`src/rtl/pfb_frame_packer.sv`:
```
// Pairs the 2-branch filter stream into {B,A} words, frames them, and admits or drops whole frames
// into a FIFO drained as an AXI-stream master. Define PFB_PACK_DROP_CNT_EN to add the drop_cnt port.
module pfb_frame_packer #(
  parameter int DATA_WIDTH = 16,
  parameter int FRAME_LEN  = 16,
  parameter int FIFO_DEPTH = 32,
  parameter int CNT_WIDTH  = 16
) (
  input  logic                    clk_data,
  input  logic                    rst_n,
  input  logic [DATA_WIDTH-1:0]   pfb_data,
  input  logic                    pfb_valid,
  output logic [2*DATA_WIDTH-1:0] m_tdata,
  output logic                    m_tvalid,
  input  logic                    m_tready,
  output logic                    m_tlast,
  output logic                    frame_drop,
  output logic                    ovf_sticky
`ifdef PFB_PACK_DROP_CNT_EN
  ,
  output logic [CNT_WIDTH-1:0]    drop_cnt
`endif
);

  localparam int AW = $clog2(FIFO_DEPTH);
  localparam int WW = $clog2(FRAME_LEN);

  typedef enum logic [1:0] {IDLE, ACCEPT, SKIP} state_t;

  state_t                  state;
  logic                    branch_b;
  logic [DATA_WIDTH-1:0]   hold_a;
  logic [WW-1:0]           widx;
  logic [AW-1:0]           wr_ptr, rd_ptr;
  logic [AW:0]             count;
  logic [2*DATA_WIDTH:0]   mem [FIFO_DEPTH];

  logic a_smp, b_smp, wlast, room, wr, rd;

  assign a_smp = pfb_valid && !branch_b;
  assign b_smp = pfb_valid &&  branch_b;
  assign wlast = (widx == WW'(FRAME_LEN-1));
  // Decision on registered count only; a same-cycle pop is not credited.
  assign room  = (count <= (AW+1)'(FIFO_DEPTH-FRAME_LEN));
  assign wr    = b_smp && (state == ACCEPT);
  assign rd    = m_tvalid && m_tready;

  always_ff @(posedge clk_data or negedge rst_n) begin
    if (!rst_n) begin
      state      <= IDLE;
      branch_b   <= 1'b0;
      hold_a     <= '0;
      widx       <= '0;
      frame_drop <= 1'b0;
      ovf_sticky <= 1'b0;
`ifdef PFB_PACK_DROP_CNT_EN
      drop_cnt   <= '0;
`endif
    end else begin
      frame_drop <= 1'b0;
      if (pfb_valid) branch_b <= ~branch_b;
      if (a_smp) begin
        hold_a <= pfb_data;
        if (widx == '0) begin
          if (room) begin
            state <= ACCEPT;
          end else begin
            state      <= SKIP;
            frame_drop <= 1'b1;
            ovf_sticky <= 1'b1;
`ifdef PFB_PACK_DROP_CNT_EN
            if (drop_cnt != '1) drop_cnt <= drop_cnt + 1'b1;
`endif
          end
        end
      end
      // widx advances on every completed pair so frame boundaries track the input.
      if (b_smp) widx <= wlast ? '0 : widx + 1'b1;
    end
  end

  always_ff @(posedge clk_data) begin
    if (wr) mem[wr_ptr] <= {wlast, pfb_data, hold_a};
  end

  always_ff @(posedge clk_data or negedge rst_n) begin
    if (!rst_n) begin
      wr_ptr <= '0;
      rd_ptr <= '0;
      count  <= '0;
    end else begin
      if (wr) wr_ptr <= wr_ptr + 1'b1;
      if (rd) rd_ptr <= rd_ptr + 1'b1;
      if (wr && !rd)      count <= count + 1'b1;
      else if (!wr && rd) count <= count - 1'b1;
    end
  end

  // Head word gated to zero when empty so reset and idle outputs read as 0.
  assign m_tvalid = (count != '0);
  assign {m_tlast, m_tdata} = m_tvalid ? mem[rd_ptr] : '0;

endmodule

```
`config.mk`:
```
export PLATFORM = sky130hd
export DESIGN_NAME = pfb_frame_packer
export DESIGN_NICKNAME = d
export VERILOG_FILES = /design/src/rtl/pfb_frame_packer.sv
export SDC_FILE = /design/constraint.sdc
export NUM_CORES = 1
export LEC_CHECK = 0
export BUFFER_PORTS_ARGS = -buffer_cell sky130_fd_sc_hd__clkbuf_2
export CELL_PAD_IN_SITES_DETAIL_PLACEMENT = 0
export CELL_PAD_IN_SITES_GLOBAL_PLACEMENT = 1
export CORE_ASPECT_RATIO = 0.9
export CORE_UTILIZATION = 40
export CTS_CLUSTER_DIAMETER = 50
export DETAILED_ROUTE_END_ITERATION = 10
export PLACE_DENSITY_LB_ADDON = 0.1
export SYNTH_ARGS = -nofsm -noshare
export SYNTH_HDL_FRONTEND = slang
export SYNTH_SLANG_ARGS = --single-unit
```
`constraint.sdc`:
```
create_clock -name clk_data -period 4.36 [get_ports clk_data]
set_input_delay 0.654 -clock clk_data [delete_from_list [all_inputs] [get_ports clk_data]]
set_output_delay 0.654 -clock clk_data [all_outputs]
set_load 0.01 [all_outputs]
```
==> flow_metrics.py, run 1 <==
metrics = {
    "worst_setup_path": {
        "rr_startpoint": "count[1]",
        "worst_path_max_delay_cell": "dfrtp_4",
        "worst-setup-path-type": "flip-flop to primary output",
        "critPathMaxFanout": 52,
        "cp.arrival_ns": 3.39,
        "path_buf_inv": 2,
        "crit_path_cell_trace": "buf_12 -> mux2i_1 -> o22ai_1 -> a211oi_1 -> nand2_1 -> and3_1 -> clkbuf_2",
        "slowest_delay_ns": 0.73,
        "cp.required_ns": 3.71,
        "startpoint_type": "flip-flop",
        "crit_family": "flip-flops",
        "crit_start": "rd_ptr[0]",
        "end_kind": "primary output",
    },
    "floorplanning": {
        "die_h_um": 309.6,
        "dieArea_um2": 106400,
        "start_util": 0.4043,
        "ios": 56,
        "core_um2": 104000,
        "rows": 112,
        "die-width_um": 343.7,
    },
    "timing": {
        "relSlewSlack": 0.1254,
        "period_minus_slack_ns": 4.043,
        "timing.final.ws_setup_ns": 0.3173,
        "min_period_over_period": 0.9272,
        "holdWs_ns": 0.04699,
        "fmax_ghz": 0.2474,
        "tightest_slew_ns": 1.312,
        "final_hold_viol_count": 0,
        "rsz0062_at_grt": "false",
        "slew_violations": 0,
        "setup_violations": 0,
        "setup_tns_ns": 0,
        "fin_skew_ns": 0.03193,
    },
    "placement": {
        "place_ws_ns": 0.7681,
        "dp_hpwl_um": 61250,
        "io_buffers": 55,
        "gp_congestion": 0.7293,
    },
    "global_route": {
        "grt_pass1_wl_um": 160200,
        "overflow": 0,
        "antenna_found_initial": 8,
        "grt_pass1_vias": 21330,
        "grt_usage": 0.2167,
        "grt_max_degree": 78,
    },
    "routing": {
        "avgViaCountPerCell": 5.675,
        "wl_um": 112800,
        "vias": 20590,
        "wl_per_cell_um": 31.08,
        "ant_nets": 0,
        "drc": 0,
        "drt_iter0_markers": 1754,
        "drtPass1Iterations": 5,
    },
    "yosys": {
        "synth_edf_count": 1056,
        "synthArstFlopShare": 0.03737,
        "synthTopCellsByArea": "edfxtp_1 75%, mux4_2 11%, mux2i_1 3.1%",
        "syn-cell-area_um2": 42040,
        "yosys.area.top_type": "edfxtp_1",
        "syn-num-nets": 2026,
        "synthFlopType": "edfxtp_1",
        "avgSynthCellArea_um2": 21.10,
        "seq_area_frac_synth": 0.7787,
        "synth_top_cell_area_share": 0.7543,
        "ys_ff_latch": 1097,
        "ys_types": 44,
        "ys_warn_count": 0,
        "syn_inst": 1992,
    },
    "finish": {
        "diodes": 0,
        "nNetsFinal": 2192,
        "post-route-util": 0.4711,
        "final_common_cell": "edfxtp_1",
        "area_growth_pct": 16.52,
        "drive_above_1_share": 0.2680,
        "final_cell_mix": "1056 x edfxtp_1, 199 x mux4_2, 134 x clkbuf_16",
    },
    "clocking": {
        "clock-sinks": 1097,
        "cts_hold_buffers": 0,
        "clk_latency_ns": 0.72,
        "cts_root_buf": "clkbuf_16",
        "cts_resized": 0,
        "cts_buffers": 131,
        "clockBufferDepth": 3,
        "post-cts-setup-buffers": 0,
        "clk_pin_slew_ns": 0.06,
        "h-tree-depth": 4,
        "cts_tree": "done",
    },
    "power": {
        "p_per_area_nw_per_um2": 671.5,
        "vdd_drop_max_mv": 0.5001,
        "power.leakage_nw": 15.94,
        "power_mw": 32.90,
    },
    "min_path": {
        "hp-class": "primary input to asynchronous set/reset pin",
    },
    "job": {
        "max_cap_viol_count": 0,
    },
    "run_status": {
        "status": "finished clean",
    },
}
## stage by stage
stage | cells | instance area (um2)
after global routing | 3629 | 48990
final | 3629 | 48990
after detailed placement | 3393 | 44760
after CTS | 3629 | 48990
after floorplan | 1992 | 42040
after global placement | 3393 | 44760
## power breakdown
part / leakage [nW] / total, mW / switching [mW] / internal (mW)
combinational: 3.89 / 8.48 / 4.83 / 3.65
clock: 2.05 / 10.6 / 4.33 / 6.28
sequential: 10.0 / 13.8 / 1.11 / 12.7
## synthesized netlist by cell type (all sizes together) (2+ instances only)
library cell and instances:
o22ai 33, or2 3, a21o 4, clkbuf 51, o221ai 32, xnor2 10, ha 13, edfxtp 1056
nor2 40, nand2 80, a211oi 32, nand3 9, o21ai 9, and3 33, a21oi 38, a31oi 2
mux2 18, dfrtp 41, inv 9, a22oi 64, buf 63, xor2 4, nor3 2, mux2i 131
nor2b 3, mux4 199, or3 2, nand3b 3, a22o 2
## kinds of logic (layout without fill, tap and decap cells)
| family | after synthesis | after routing | synth area share |
|---|---|---|---|
| DFF | 1097 | 1097 | 0.7787 |
| muxes | 348 | 348 | 0.1426 |
| AOI/OAI and AO/OA | 218 | 218 | 0.03616 |
| and+or+nand+nor | 178 | 178 | 0.01961 |
| buffers and inverters | 123 | 392 | 0.01565 |
| adders and majority gates | 14 | 14 | 0.004345 |
| xor gates and xnor gates | 14 | 14 | 0.002916 |
## state kept, by name, summed over array words and instances (netlist names)
name	flops
ovf_sticky	1
widx	4
hold_a	16
count	6
branch_b	1
frame_drop	1
rd_ptr	5
wr_ptr	5
mem	1056
state	2
## worst reg2reg max path, stage by stage, from the launching register on
cell and delay [ns]:
dfrtp_1 0.40, or4_1 0.56, or3_2 0.48, nand2_4 0.11, ha_1 0.20, inv_1 0.14, ha_1 0.35, a21oi_1 0.17
nand2_1 0.11, a31oi_1 0.21, mux2i_1 0.24, xnor2_1 0.14
## per-layer routing
layer	vias up	part of all wire	track usage
met1	11190	0.44	0.3054
met4	6	0.017	0.05302
li1	8677	-	-
met5	-	0.00034	0
met3	144	0.056	0.04050
met2	578	0.48	0.3489
## path summary, 6_finish.rpt
| check | endpoint | slack (ns) | cells past startpoint |
|---|---|---|---|
| worst min-delay path | frame_drop | 0.05 | 2 |
| worst max register to register | count[5] | 1.17 | 11 |
| worst min register to register | ovf_sticky | 0.49 | 1 |
| min in group clk_data | branch_b | 0.21 | 2 |
| max in group asynchronous | rd_ptr[4] | 3.77 | 2 |
| worst max-delay path | m_tlast | 0.32 | 7 |
## area by class of cell
cell class	count	area (um2)
fillers	8677	54990
flip-flops and latches	1097	32750
multi-input cells	772	8925
clock buffers	163	3532
well taps	1368	1712
repair buffers	147	1341
clock inverters	73	695.7
inverters	9	33.78
Note: power is estimated with default switching activity, not from simulation.
==> run 2: changes to the inputs <==
clock period = 3.55 ns   (was 4.36 ns; I/O delays follow)
==> run 2 against run 1 <==
Clock power increased by 17%. Clock skew fell by 0.0086 ns. Non-clock buffer count grew 90. Total power increased by 28%. Global-route usage is 0.89 points higher. First-iteration DRC count up 5.6%. Die area unchanged. Count of clock-buffer cells in the layout fell by 14. Largest power group unchanged.
==> flow_metrics.py, run 2 (synthesis results as in run 1) <==
metrics = {
    "clocking": {
        "cts_tree": "done",
        "clock-sinks": 1097,
        "h-tree-depth": 3,
        "cts_root_buf": "clkbuf_16",
        "clockBufferDepth": 3,
        "cts_buffers": 120,
        "clk_pin_slew_ns": 0.06,
        "clk_latency_ns": 0.71,
    },
    "global_route": {
        "grt_pass1_wl_um": 166600,
        "grt_max_degree": 48,
        "grt_usage": 0.2256,
        "grt_pass1_vias": 21970,
        "overflow": 0,
        "antenna_found_initial": 9,
    },
    "finish": {
        "top_regs": "mem (1056), hold_a (16), count (6)",
        "area_growth_pct": 19.34,
        "final_cell_mix": "1056 x edfxtp_1, 199 x mux4_2, 130 x mux2i_1",
        "drive_above_1_share": 0.3138,
        "regMostFlops": "mem",
        "nNetsFinal": 2271,
        "fillerInstances": 8545,
        "stdcell_count": 3707,
        "largest_reg_flops": 1056,
        "final_common_cell": "edfxtp_1",
        "diodes": 0,
    },
    "timing": {
        "min_period_over_period": 0.9749,
        "tightest_slew_ns": 1.202,
        "period_minus_slack_ns": 3.461,
        "rsz0062_at_grt": "true",
        "timing.final.ws_setup_ns": 0.08906,
        "relSlewSlack": 0.1988,
        "fin_skew_ns": 0.02335,
        "slew_violations": 0,
        "setup_violations": 0,
        "holdWs_ns": 0.1155,
        "fmax_ghz": 0.2889,
        "final_hold_viol_count": 0,
    },
    "min_path": {
        "hp-class": "primary input to flip-flop",
    },
    "routing": {
        "avgViaCountPerCell": 5.743,
        "wl_um": 118400,
        "drtPass1Iterations": 4,
        "vias": 21290,
        "drc": 0,
        "drt_iter0_markers": 1853,
        "wl_per_cell_um": 31.94,
        "ant_nets": 0,
    },
    "floorplanning": {
        "core_um2": 104000,
        "die_h_um": 309.6,
        "dieArea_um2": 106400,
        "rows": 112,
        "start_util": 0.4043,
        "ios": 56,
        "die-width_um": 343.7,
    },
    "worst_setup_path": {
        "startpoint_type": "flip-flop",
        "slowest_delay_ns": 0.51,
        "worst_path_max_delay_cell": "mux4_2",
        "cp.arrival_ns": 2.93,
        "crit_path_cell_trace": "buf_6 -> buf_16 -> buf_16 -> mux4_2 -> a22oi_2 -> nand2_1 -> and3_1 -> clkbuf_2",
        "critPathMaxFanout": 10,
        "cp.required_ns": 3.02,
        "worst-setup-path-type": "flip-flop to primary output",
        "end_kind": "primary output",
        "crit_top_cell": "buf_16",
    },
    "placement": {
        "place_ws_ns": 0.3794,
        "io_buffers": 55,
        "dp.cells": 3431,
        "dp_hpwl_um": 63860,
        "gp_congestion": 0.7382,
    },
    "power": {
        "switching_power_mw": 13.15,
        "clockPowerShare": 0.297,
        "p_per_area_nw_per_um2": 836.1,
        "power_mw": 41.95,
        "comb_power_share": 0.302,
        "vdd_drop_max_mv": 0.4757,
        "power_frac_seq": 0.401,
        "switching_share": 0.3135,
        "power.leakage_nw": 16.51,
        "p_int_mw": 28.79,
    },
    "job": {
        "max_cap_viol_count": 0,
    },
    "run_status": {
        "status": "finished clean",
    },
}
[run 2: layout make-up]
class / count / area, um2 / share of cell area
multi-input combinational: 772 / 9243 / 0.1842
tap: 1368 / 1712 / 0.03412
inverter: 9 / 33.78 / 0.0006734
clock inverter: 75 / 795.8 / 0.01586
clock buffer: 149 / 3162 / 0.06302
timing repair buffer: 237 / 2475 / 0.04933
sequential: 1097 / 32750 / 0.6528
[run 2: timing repair]
action | CTS | global route
setup endpoints to repair | 33 | 31
buffers inserted | 32 | 8
endpoints found under the hold margin | 24 | 0
hold buffers | 1 | 0
cloned | 6 | 5
pin swaps | 4 | 9
gates resized for setup | 53 | 53
[run 2: path summary, 6_finish.rpt]
| kind | from | slack, ns | depth (start not counted) | to |
|---|---|---|---|---|
| max | rd_ptr[0] | 0.09 | 8 | m_tdata[8] |
| min | pfb_valid | 0.12 | 2 | branch_b |
| max reg2reg | count[1] | 0.33 | 11 | count[5] |
| min reg2reg | ovf_sticky | 0.48 | 1 | ovf_sticky |
| max in group asynchronous | rst_n | 2.20 | 3 | hold_a[9] |
| min in group asynchronous | rst_n | 0.47 | 2 | ovf_sticky |
[run 2: power groups by stage]
stage | sequential (mW) | clock [mW] | combinational, mW
after CTS | 16.9 | 12.7 | 12.1
final | 16.8 | 12.4 | 12.7
after detailed placement | 17.3 | 0 | 11.0
after global routing | 17.0 | 13.2 | 13.4
after global placement | 17.2 | 0 | 10.9
after floorplan | 16.4 | 0 | 7.04
[run 2: worst max-delay path, delay by kind of cell (launching register included)]
kind | cells | cell delay [ns]
buffers and inverters | 4 | 0.66
multiplexers | 1 | 0.51
flip-flops | 1 | 0.44
AND/OR/NAND/NOR | 2 | 0.32
AO/OA/AOI/OAI | 1 | 0.24
[run 2: stage by stage]
| stage | setup TNS [ns] | utilization | instance area [um2] |
|---|---|---|---|
| after floorplan | 0 | - | 42040 |
| after global placement | 0 | 0.4332 | 45040 |
| after detailed placement | 0 | 0.4332 | 45040 |
| after CTS | -0.01995 | 0.4783 | 49730 |
| after global routing | -0.04142 | 0.4825 | 50170 |
| final | 0 | 0.4825 | 50170 |
[run 2: layer usage]
| layer | wire (um) | track usage |
|---|---|---|
| met3 | 5370 | 0.03248 |
| met4 | 2366 | 0.04941 |
| met5 | 28 | 0 |
| met2 | 57240 | 0.3686 |
| met1 | 53390 | 0.3220 |
